`src/rtl/seg7_scan_mux.sv`:
```
// Scan driver for a common-anode multi-digit 7-segment display: frame-coherent digit
// snapshot, per-slot dead time, leading-zero blanking, and one nibble per slot to the decoder.
module seg7_scan_mux #(
    parameter int DIGITS    = 4,
    parameter int SCAN_DIV  = 50000,
    parameter int BLANK_CYC = 16
) (
    input  logic                  clk,
    input  logic                  rst,
    input  logic [4*DIGITS-1:0]   digits_in,
    input  logic [DIGITS-1:0]     dp_in,
    input  logic                  lz_blank_en,
    output logic [3:0]            num_out,
    output logic                  dp_n,
    output logic [DIGITS-1:0]     dig_sel_n,
    output logic                  frame_tick
);

    localparam int CNT_W = (SCAN_DIV > 1) ? $clog2(SCAN_DIV) : 1;
    localparam int IDX_W = (DIGITS > 1) ? $clog2(DIGITS) : 1;
    localparam logic [CNT_W-1:0] CNT_LAST = CNT_W'(SCAN_DIV - 1);
    localparam logic [IDX_W-1:0] IDX_LAST = IDX_W'(DIGITS - 1);

    logic [CNT_W-1:0]    cnt_reg, cnt_next;
    logic [IDX_W-1:0]    idx_reg, idx_next;
    logic [4*DIGITS-1:0] snap_reg, snap_next;
    logic [DIGITS-1:0]   dps_reg, dps_next;
    logic                lz_reg, lz_next;

    logic slot_end;
    logic frame_end;
    logic dead;

    assign slot_end  = (cnt_reg == CNT_LAST);
    assign frame_end = slot_end && (idx_reg == IDX_LAST);

    // The blanking enable is captured with the digits so a frame never mixes two modes.
    always_comb begin
        cnt_next  = slot_end ? '0 : cnt_reg + CNT_W'(1);
        idx_next  = idx_reg;
        if (slot_end) begin
            idx_next = (idx_reg == IDX_LAST) ? '0 : idx_reg + IDX_W'(1);
        end
        snap_next = frame_end ? digits_in   : snap_reg;
        dps_next  = frame_end ? dp_in       : dps_reg;
        lz_next   = frame_end ? lz_blank_en : lz_reg;
    end

    always_ff @(posedge clk) begin
        if (rst) begin
            cnt_reg  <= '0;
            idx_reg  <= '0;
            snap_reg <= '1;
            dps_reg  <= '0;
            lz_reg   <= 1'b0;
        end else begin
            cnt_reg  <= cnt_next;
            idx_reg  <= idx_next;
            snap_reg <= snap_next;
            dps_reg  <= dps_next;
            lz_reg   <= lz_next;
        end
    end

    generate
        if (BLANK_CYC == 0) begin : g_no_dead
            assign dead = 1'b0;
        end else begin : g_dead
            assign dead = (cnt_reg < CNT_W'(BLANK_CYC));
        end
    endgenerate

    // zero_run[i]: snapshot nibbles i..DIGITS-1 are all zero.
    logic [DIGITS:0]   zero_run;
    logic [DIGITS-1:0] blank;

    assign zero_run[DIGITS] = 1'b1;

    generate
        for (genvar gi = 0; gi < DIGITS; gi++) begin : g_digit
            assign zero_run[gi] = (snap_reg[4*gi +: 4] == 4'h0) && zero_run[gi+1];
            if (gi == 0) begin : g_lsd
                assign blank[gi] = 1'b0;
            end else begin : g_upper
                assign blank[gi] = lz_reg && zero_run[gi];
            end
            assign dig_sel_n[gi] = dead || (idx_reg != IDX_W'(gi));
        end
    endgenerate

    logic [3:0] cur_nib;
    logic       cur_dp;
    logic       cur_blank;

    always_comb begin
        cur_nib   = 4'hF;
        cur_dp    = 1'b0;
        cur_blank = 1'b0;
        for (int i = 0; i < DIGITS; i++) begin
            if (idx_reg == IDX_W'(i)) begin
                cur_nib   = snap_reg[4*i +: 4];
                cur_dp    = dps_reg[i];
                cur_blank = blank[i];
            end
        end
    end

    assign num_out    = cur_blank ? 4'hF : cur_nib;
    assign dp_n       = dead || cur_blank || !cur_dp;
    assign frame_tick = frame_end;

endmodule

```
`config.mk`:
```
export PLATFORM = sky130hd
export DESIGN_NAME = seg7_scan_mux
export DESIGN_NICKNAME = d
export VERILOG_FILES = /design/src/rtl/seg7_scan_mux.sv
export SDC_FILE = /design/constraint.sdc
export NUM_CORES = 1
export LEC_CHECK = 0
export BUFFER_PORTS_ARGS = -buffer_cell sky130_fd_sc_hd__buf_2
export CAP_MARGIN = 5
export CORE_UTILIZATION = 24
export CTS_CLUSTER_SIZE = 40
export DETAILED_ROUTE_END_ITERATION = 8
export PLACE_DENSITY = 0.45
export SETUP_SLACK_MARGIN = 0.4
export SLEW_MARGIN = 20
export SYNTH_ARGS = -nofsm -noshare
export SYNTH_HDL_FRONTEND = slang
export SYNTH_SLANG_ARGS = --single-unit
```
`constraint.sdc`:
```
create_clock -name clk -period 2.18 [get_ports clk]
set_input_delay 0.436 -clock clk [delete_from_list [all_inputs] [get_ports clk]]
set_output_delay 0.436 -clock clk [all_outputs]
set_load 0.02 [all_outputs]
```
==> results of run 1 <==
-- cell usage after synthesis (all sizes together), types with 2 or more instances --
library cell,instances
a211oi,2
nor3b,2
a21oi,12
o22ai,4
dfxtp,39
mux2i,16
nor3,8
o21ai,8
nor2b,5
inv,10
nand4,8
clkbuf,10
nand3,9
nor2,54
or3b,3
a221oi,3
ha,5
nor4,7
xor2,2
nand2,9
buf,3
xnor2,12
-- power by group through the flow --
stage	logic (mW)	clock network [mW]	registers, mW
after global placement	0.0609	0	0.740
final	0.0670	0.479	0.718
after detailed placement	0.0614	0	0.740
after CTS	0.0683	0.505	0.719
after global routing	0.0761	0.531	0.718
after floorplan	0.0308	0	0.740
-- per-layer routing --
metal	GRT usage (%)	wire length, microns
met1	15.8	2430
met5	0	0
met4	3.52	27
met3	2.65	161
met2	23.4	2560
-- what timing repair did --
| item | CTS | global route |
|---|---|---|
| hold buffers | 0 | 0 |
| gates resized for setup | 52 | 12 |
| endpoints found under the setup margin | 25 | 25 |
| pin swaps | 16 | 6 |
| cloned | 1 | 0 |
| setup buffers | 18 | 6 |
-- through the flow --
step / setup TNS (ps) / hold WS [ps]
floorplan: 0 / 432
global placement: 0 / 448
detailed placement: 0 / 449
CTS: -61.3 / 386
global route: -339 / 401
finish: -46.9 / 391
-- worst paths after layout --
| kind | start | to | slack, ps | cells after the start |
|---|---|---|---|---|
| setup reg to reg | cnt_reg[0]$_SDFF_PP0_ | idx_reg[0]$_SDFFE_PP0N_ | 430 | 6 |
| setup / recovery | idx_reg[0]$_SDFFE_PP0N_ | num_out[1] | -20 | 6 |
| hold / removal | dp_in[2] | dps_reg[2]$_SDFFE_PP0P_ | 390 | 3 |
| hold reg to reg | lz_reg$_SDFFE_PP0P_ | lz_reg$_SDFFE_PP0P_ | 490 | 2 |
-- cell families (layout without fill, tap and decap cells) --
family	count (synthesis)	in the layout	synth area share [%]
xor gates and xnor gates	14	14	6.27
DFF	39	39	39.9
adders and majority gates	5	5	3.20
AOI/OAI and AO/OA	32	32	9.73
buffers and inverters	23	84	5.25
and+or+nand+nor	110	110	27.4
muxes	16	16	8.19
-- worst max-delay path: cells and delay by family, from the launching register on --
family                   cells  cell delay [ps]
AND/OR/NAND/NOR              1              380
flip-flops                   1              370
AO/OA/AOI/OAI                2              360
buffers and inverters        2              210
adder cells (fa/ha/maj)      1              150
-- cell type report --
class	instances	area [sq um]	share of cell area, %
Clock buffer	6	72.6	2.52
Tap cell	102	128	4.43
Sequential cell	39	803	27.9
Multi-Input combinational cell	177	1300	45.0
Clock inverter	2	12.5	0.434
Inverter	10	40.0	1.39
Timing Repair Buffer	66	529	18.4
==> flow_summary.json, run 1 <==
{
  "avgRoutedWirePerCell_microns": 12.9,
  "cts_root_buffer": "clkbuf_8",
  "pin_count": 33,
  "fill_cells": 806,
  "dp.final_hpwl_microns": 3460,
  "synth_edf_count": 0,
  "num_vias": 1813,
  "antenna_left": 0,
  "netlist.area_leader.share_pct": 39.9,
  "track_usage_pct": 13.1,
  "cp_max_fo": 6,
  "die_w_microns": 92.2,
  "antenna_found_initial": 0,
  "seq_area_frac_synth_pct": 39.9,
  "clkPwrFrac_pct": 37.9,
  "fin_crit_ps": 2200,
  "grt_pass1_vias": 1836,
  "rsz0062_at_grt": "true",
  "internal-power_mw": 0.970,
  "net-switching-power_mw": 0.294,
  "end_kind": "output port",
  "vdd_ir_drop_max_v": 0.000209,
  "path_cells": "inv_4, ha_4, or3b_4, a221oi_2, o22ai_2, buf_6",
  "seqPwrFrac_pct": 56.8,
  "p_comb_share_pct": 5.3,
  "io_buffers": 32,
  "synth_top_area_cell": "dfxtp_1",
  "skew_ps": 16.2,
  "synth_warnings": 0,
  "cts_max_path_buffers": 2,
  "place_area_sq_um": 2350,
  "postLayoutCoreUtil_pct": 36.9,
  "setup_slack_ps": -22.8,
  "synth_ff_type": "dfxtp_1",
  "powerDensity_nw_per_um2": 438,
  "violations": "setup timing",
  "netlist_area_sq_um": 1950,
  "grt_max_degree": 41,
  "rows": 32,
  "hp-class": "primary input to register",
  "cts_tree": "done",
  "ys_types": 33,
  "drv_cap": 0,
  "cts_buffers": 5,
  "switching_share_pct": 23.3,
  "worstMarginPinSlew_ps": 427,
  "final_cell_mix": "nor2_1, dfxtp_1, buf_4",
  "gr-total-overflow": 0,
  "synth_cells": 239,
  "final-setup-viol-count": 3,
  "required_ps": 1740,
  "syn_nets": 267,
  "wl_microns": 5180,
  "gp_congestion": 0.713,
  "die_h_microns": 92.2,
  "synth_area_leaders": "dfxtp_1, nor2_1, mux2i_1",
  "clk_pin_slew_ps": 90,
  "p_leak_nw": 1.01,
  "fin_nets": 327,
  "clock.fmax_ghz": 0.454,
  "core-area_sq_um": 7810,
  "area_delta_synth_final_pct": 47.5,
  "slew_violations": 0,
  "start_util_pct": 25.0,
  "totalPowerFinal_mw": 1.26,
  "fin_cells": 402,
  "place_inst": 369,
  "max_slew_margin_pct": 71.5,
  "clock_sinks": 39,
  "h-tree-depth": 2,
  "layout.cells.most_common": "nor2_1",
  "cp_data_arrival_time_ps": 1770,
  "first_pass_iters": 4,
  "design_area_sq_um": 2880,
  "clk_latency_ps": 290,
  "cpMaxStageDelayCell": "or3b_4",
  "die_area_sq_um": 8510,
  "async_reset_ff_share_pct": 0,
  "route.detailed.drc": 0,
  "start_kind": "register",
  "period_share_pct": 101,
  "post_drt_via_cell_ratio": 4.51,
  "status": "finished with violations",
  "hold_viol": 0,
  "antenna_cells": 0,
  "crit_type": "register to output port",
  "ys_seq_elements": 39,
  "drt_iter0_drc": 39,
  "critPathMaxStageDelay_ps": 380,
  "grt_pass1_wl_microns": 8890,
  "layout-drive-gt1-share_pct": 39.3,
  "preCtsSetupSlack_ps": 127,
  "syn_area_per_cell_sq_um": 8.18
}
Note: power is estimated with default switching activity, not from simulation.
==> inputs of run 2 (changes only) <==
--- a/config.mk
+++ b/config.mk
@@ -8,6 +8,7 @@
 export BUFFER_PORTS_ARGS = -buffer_cell sky130_fd_sc_hd__buf_2
 export CAP_MARGIN = 5
 export CORE_UTILIZATION = 24
+export CTS_BUF_LIST = sky130_fd_sc_hd__clkbuf_2
 export CTS_CLUSTER_SIZE = 40
 export DETAILED_ROUTE_END_ITERATION = 8
 export PLACE_DENSITY = 0.45
==> run 2 against run 1 <==
The flow still finishes with violations (setup timing). Maximum frequency decreased by 6.2%. Clock-buffer cell count is the same. Sequential share of layout area down 0.21 points. Clock skew up 26 ps.
==> flow_summary.json, run 2 (synthesis results as in run 1) <==
{
  "num_vias": 1840,
  "layout-drive-gt1-share_pct": 42.6,
  "fill_cells": 799,
  "slew_violations": 0,
  "start_util_pct": 25.0,
  "grt_max_degree": 41,
  "gr-total-overflow": 0,
  "totalPowerFinal_mw": 1.11,
  "dp.final_hpwl_microns": 3460,
  "cts_tree": "done",
  "cts_root_buffer": "clkbuf_2",
  "final-setup-viol-count": 5,
  "post_drt_via_cell_ratio": 4.54,
  "powerDensity_nw_per_um2": 382,
  "hp-class": "primary input to register",
  "place_inst": 369,
  "crit_type": "register to output port",
  "preCtsSetupSlack_ps": 127,
  "area_delta_synth_final_pct": 49.1,
  "final_cell_mix": "nor2_1, dfxtp_1, buf_4",
  "cp_max_fo": 6,
  "drt_iter0_drc": 38,
  "fin_nets": 330,
  "max_slew_margin_pct": 71.6,
  "grt_pass1_vias": 1829,
  "gp_congestion": 0.713,
  "route.detailed.drc": 0,
  "die_h_microns": 92.2,
  "status": "finished with violations",
  "clock.fmax_ghz": 0.426,
  "cts_buffers": 5,
  "drv_cap": 0,
  "skew_ps": 41.8,
  "die_w_microns": 92.2,
  "pin_count": 33,
  "grt_pass1_wl_microns": 8830,
  "rrSetupSlack_ps": 200,
  "p_leak_nw": 1.03,
  "fin_crit_ps": 2350,
  "io_buffers": 32,
  "h-tree-depth": 2,
  "first_pass_iters": 4,
  "clock_sinks": 39,
  "cts_max_path_buffers": 2,
  "antenna_cells": 0,
  "rsz0062_at_grt": "true",
  "required_ps": 1740,
  "vdd_ir_drop_max_v": 0.000171,
  "core-area_sq_um": 7810,
  "avgRoutedWirePerCell_microns": 12.8,
  "fin_cells": 405,
  "start_kind": "register",
  "end_kind": "output port",
  "period_share_pct": 108,
  "wl_microns": 5200,
  "die_area_sq_um": 8510,
  "track_usage_pct": 13.0,
  "antenna_left": 0,
  "violations": "setup timing",
  "worstMarginPinSlew_ps": 426,
  "setup_slack_ps": -169,
  "clk_latency_ps": 400,
  "cp_data_arrival_time_ps": 1910,
  "rows": 32,
  "layout.cells.most_common": "nor2_1",
  "clk_pin_slew_ps": 230,
  "antenna_found_initial": 0,
  "hold_viol": 0
}
[run 2: worst max-delay path, cell delays in order (launching register included)]
cell and delay, ps:
dfxtp_2 420, inv_4 60, ha_4 180, or3b_4 370, a221oi_2 260, o22ai_2 100
buf_6 140
[run 2: area by class of cell]
cell class | instances | area [sq um] | share of cell area, %
multi-input combinational | 177 | 1330 | 45.5
tap | 102 | 128 | 4.38
sequential | 39 | 806 | 27.7
clock inverter | 2 | 12.5 | 0.429
inverter | 10 | 42.5 | 1.46
timing repair buffer | 69 | 571 | 19.6
clock buffer | 6 | 30.0 | 1.03
[run 2: worst paths after layout]
path | endpoint | cells past startpoint | from
hold reg to reg | dps_reg[2]$_SDFFE_PP0P_ | 2 | dps_reg[2]$_SDFFE_PP0P_
setup / recovery | num_out[0] | 6 | idx_reg[1]$_SDFFE_PP0N_
setup reg to reg | idx_reg[0]$_SDFFE_PP0N_ | 8 | cnt_reg[1]$_SDFF_PP0_
hold / removal | dps_reg[2]$_SDFFE_PP0P_ | 3 | dp_in[2]
[run 2: metrics by stage]
step / utilization [%] / setup TNS, ps / cell area (sq um) / hold slack, ps
finish: 37.3 / -748 / 2910 / 256
global route: 37.3 / -1420 / 2910 / 223
CTS: 35.1 / -837 / 2740 / 237
detailed placement: 30.1 / 0 / 2350 / 449
global placement: 30.1 / 0 / 2350 / 448
floorplan: - / 0 / 2090 / 432
[run 2: what timing repair did]
action,in CTS,in global routing
setup endpoints to repair,25,28
hold endpoints to repair,0,0
pin swaps,16,17
hold buffers,0,0
setup buffers,18,9
cloned,1,0
gates resized for setup,51,30
[run 2: routing by layer]
layer / routed length, microns / GRT usage, % / vias to the layer above
li1: - / - / 953
met3: 161 / 2.65 / 4
met2: 2580 / 23.3 / 30
met4: 43 / 3.52 / 0
met1: 2400 / 15.6 / 853
met5: 0 / 0 / -
[run 2: report_power, final]
| group | internal, mW | switching, mW |
|---|---|---|
| clock | 0.0820 | 0.243 |
| combinational | 0.0342 | 0.0343 |
| sequential | 0.715 | 0.00477 |
| total | 0.831 | 0.282 |
==> inputs of run 3 (changes only) <==
--- a/config.mk
+++ b/config.mk
@@ -12,6 +12,7 @@
 export CTS_CLUSTER_SIZE = 40
 export DETAILED_ROUTE_END_ITERATION = 8
 export PLACE_DENSITY = 0.45
+export RECOVER_POWER = 100
 export SETUP_SLACK_MARGIN = 0.4
 export SLEW_MARGIN = 20
 export SYNTH_ARGS = -nofsm -noshare
==> run 3 against run 2 <==
The flow still finishes with violations (setup timing). Clock power barely moved. Utilization fell by 1.4 points. Critical path depth did not move. Global-route usage did not move. Via count fell by 0.38%. Sequential power barely moved. Highest routed layer unchanged.
==> flow_summary.json, run 3 (synthesis results as in run 1) <==
{
  "status": "finished with violations",
  "violations": "setup timing",
  "critPathMaxStageDelay_ps": 420,
  "r2r_cells": 8,
  "route.detailed.drc": 0,
  "powerDensity_nw_per_um2": 396,
  "die_h_microns": 92.2,
  "cts_root_buffer": "clkbuf_2",
  "clock_sinks": 39,
  "final_cell_mix": "nor2_1, dfxtp_1, buf_4",
  "regToRegEndpoint": "idx_reg[0]$_SDFFE_PP0N_",
  "required_ps": 1740,
  "first_pass_iters": 4,
  "die_area_sq_um": 8510,
  "rrSetupSlack_ps": -80,
  "fill_cells": 820,
  "min_to": "dps_reg[2]$_SDFFE_PP0P_",
  "final-setup-viol-count": 7,
  "h-tree-depth": 2,
  "hold_buffers": 0,
  "p_leak_nw": 0.991,
  "gr-total-overflow": 0,
  "cpMaxStageDelayCell": "dfxtp_2",
  "hold_viol": 0,
  "rsz0062_at_grt": "true",
  "place_inst": 369,
  "fin_setup_tns_ps": -865,
  "clk_latency_ps": 390,
  "max_slew_margin_pct": 71.4,
  "gp_congestion": 0.713,
  "grt_pass1_vias": 1829,
  "hp-class": "primary input to register",
  "num_vias": 1833,
  "dp.final_hpwl_microns": 3460,
  "crit_type": "register to output port",
  "preCtsSetupSlack_ps": 127,
  "core-area_sq_um": 7810,
  "min_from": "dp_in[2]",
  "fin_crit_ps": 2350,
  "slew_violations": 0,
  "clock.fmax_ghz": 0.425,
  "start_util_pct": 25.0,
  "cp_data_arrival_time_ps": 1920,
  "grt_max_degree": 41,
  "rows": 32,
  "worstMarginPinSlew_ps": 429,
  "clk_pin_slew_ps": 230,
  "avgRoutedWirePerCell_microns": 12.9,
  "cts_tree": "done",
  "period_share_pct": 108,
  "antenna_left": 0,
  "cts_buffers": 5,
  "die_w_microns": 92.2,
  "track_usage_pct": 13.0,
  "drv_cap": 0,
  "vdd_ir_drop_max_v": 0.000174,
  "end_kind": "output port",
  "layout.cells.most_common": "nor2_1",
  "wl_microns": 5210,
  "antenna_found_initial": 0,
  "fin_cells": 405,
  "antenna_cells": 0,
  "cp_max_fo": 6,
  "skew_ps": 42.6,
  "io_buffers": 32,
  "post_drt_via_cell_ratio": 4.53,
  "start_kind": "register",
  "area_delta_synth_final_pct": 43.5,
  "setup_slack_ps": -171,
  "path_cells": "inv_4, ha_4, or3b_4, a221oi_2, o22ai_2, buf_6",
  "timing.rr.start": "cnt_reg[0]$_SDFF_PP0_",
  "worstHoldPathCells": 3,
  "grt_pass1_wl_microns": 8830,
  "hold_ws_ps": 257,
  "layout-drive-gt1-share_pct": 39.9,
  "fin_nets": 330,
  "pin_count": 33,
  "drt_iter0_drc": 40,
  "cts_max_path_buffers": 2
}
==> run 3: changes by cell type in the layout (fill, tap and decap cells not counted), moves of 2 or more <==
cell | previous run | this run
clkbuf_2 | 6 | 10
clkbuf_1 | 0 | 2
buf_4 | 27 | 24
buf_8 | 2 | 0
dfxtp_4 | 4 | 2
clkbuf_4 | 0 | 2
dfxtp_1 | 27 | 29
buf_6 | 16 | 14
==> run 3: cell type report <==
cell class	instances	area, sq um	share of cell area [%]
repair buffers	69	499	17.8
flip-flops and latches	39	798	28.5
multi-input cells	177	1290	46.2
clock inverters	2	12.5	0.446
inverters	10	42.5	1.52
clock buffers	6	30.0	1.07
well taps	102	128	4.55
==> run 3: critical path, delay by kind of cell (launching register included) <==
| family | cells | cell delay [ps] |
|---|---|---|
| simple gates | 1 | 370 |
| buf+inv | 2 | 200 |
| compound gates | 2 | 360 |
| flops | 1 | 420 |
| fa+ha+maj | 1 | 170 |
==> run 3: how the worst max path moves through the flow <==
stage | startpoint | end | slack, ps | cells past startpoint
final | idx_reg[1]$_SDFFE_PP0N_ | num_out[1] | -170 | 6
after global routing | idx_reg[1]$_SDFFE_PP0N_ | num_out[2] | -310 | 8
after floorplan | cnt_reg[0]$_SDFF_PP0_ | frame_tick | 270 | 6
after CTS | idx_reg[1]$_SDFFE_PP0N_ | num_out[2] | -190 | 6
after detailed placement | idx_reg[0]$_SDFFE_PP0N_ | num_out[2] | 130 | 6
after global placement | idx_reg[0]$_SDFFE_PP0N_ | num_out[2] | 160 | 6
==> run 3: power breakdown <==
group / leakage [nW] / total, mW / internal, mW / switching, mW
clock network: 0.0290 / 0.325 / 0.0820 / 0.243
registers: 0.321 / 0.720 / 0.717 / 0.00341
logic: 0.641 / 0.0664 / 0.0321 / 0.0344
==> run 3: through the flow <==
step	utilization [%]	area, sq um	power, mW
after floorplan	-	2090	0.771
after global placement	30.1	2350	0.801
after detailed placement	30.1	2350	0.801
after CTS	35.1	2740	1.14
after global routing	35.9	2810	1.17
final	35.9	2810	1.11
==> run 3: timing repair <==
item | CTS | global route
pin swaps | 16 | 17
gates cloned | 1 | 0
resized for setup | 51 | 30
buffers inserted | 18 | 9
endpoints found under the hold margin | 0 | 0
setup endpoints to repair | 25 | 28
==> run 3: per-layer routing <==
metal  wire (microns)  global-route usage (%)  up-vias  share of wire [%]
met5                0                       0        -                  0
met4               44                    3.52        0               0.84
met3              158                    2.65        4                3.0
met2             2580                    23.3       30                 49
met1             2430                    15.6      849                 47
li1                 -                       -      950                  -
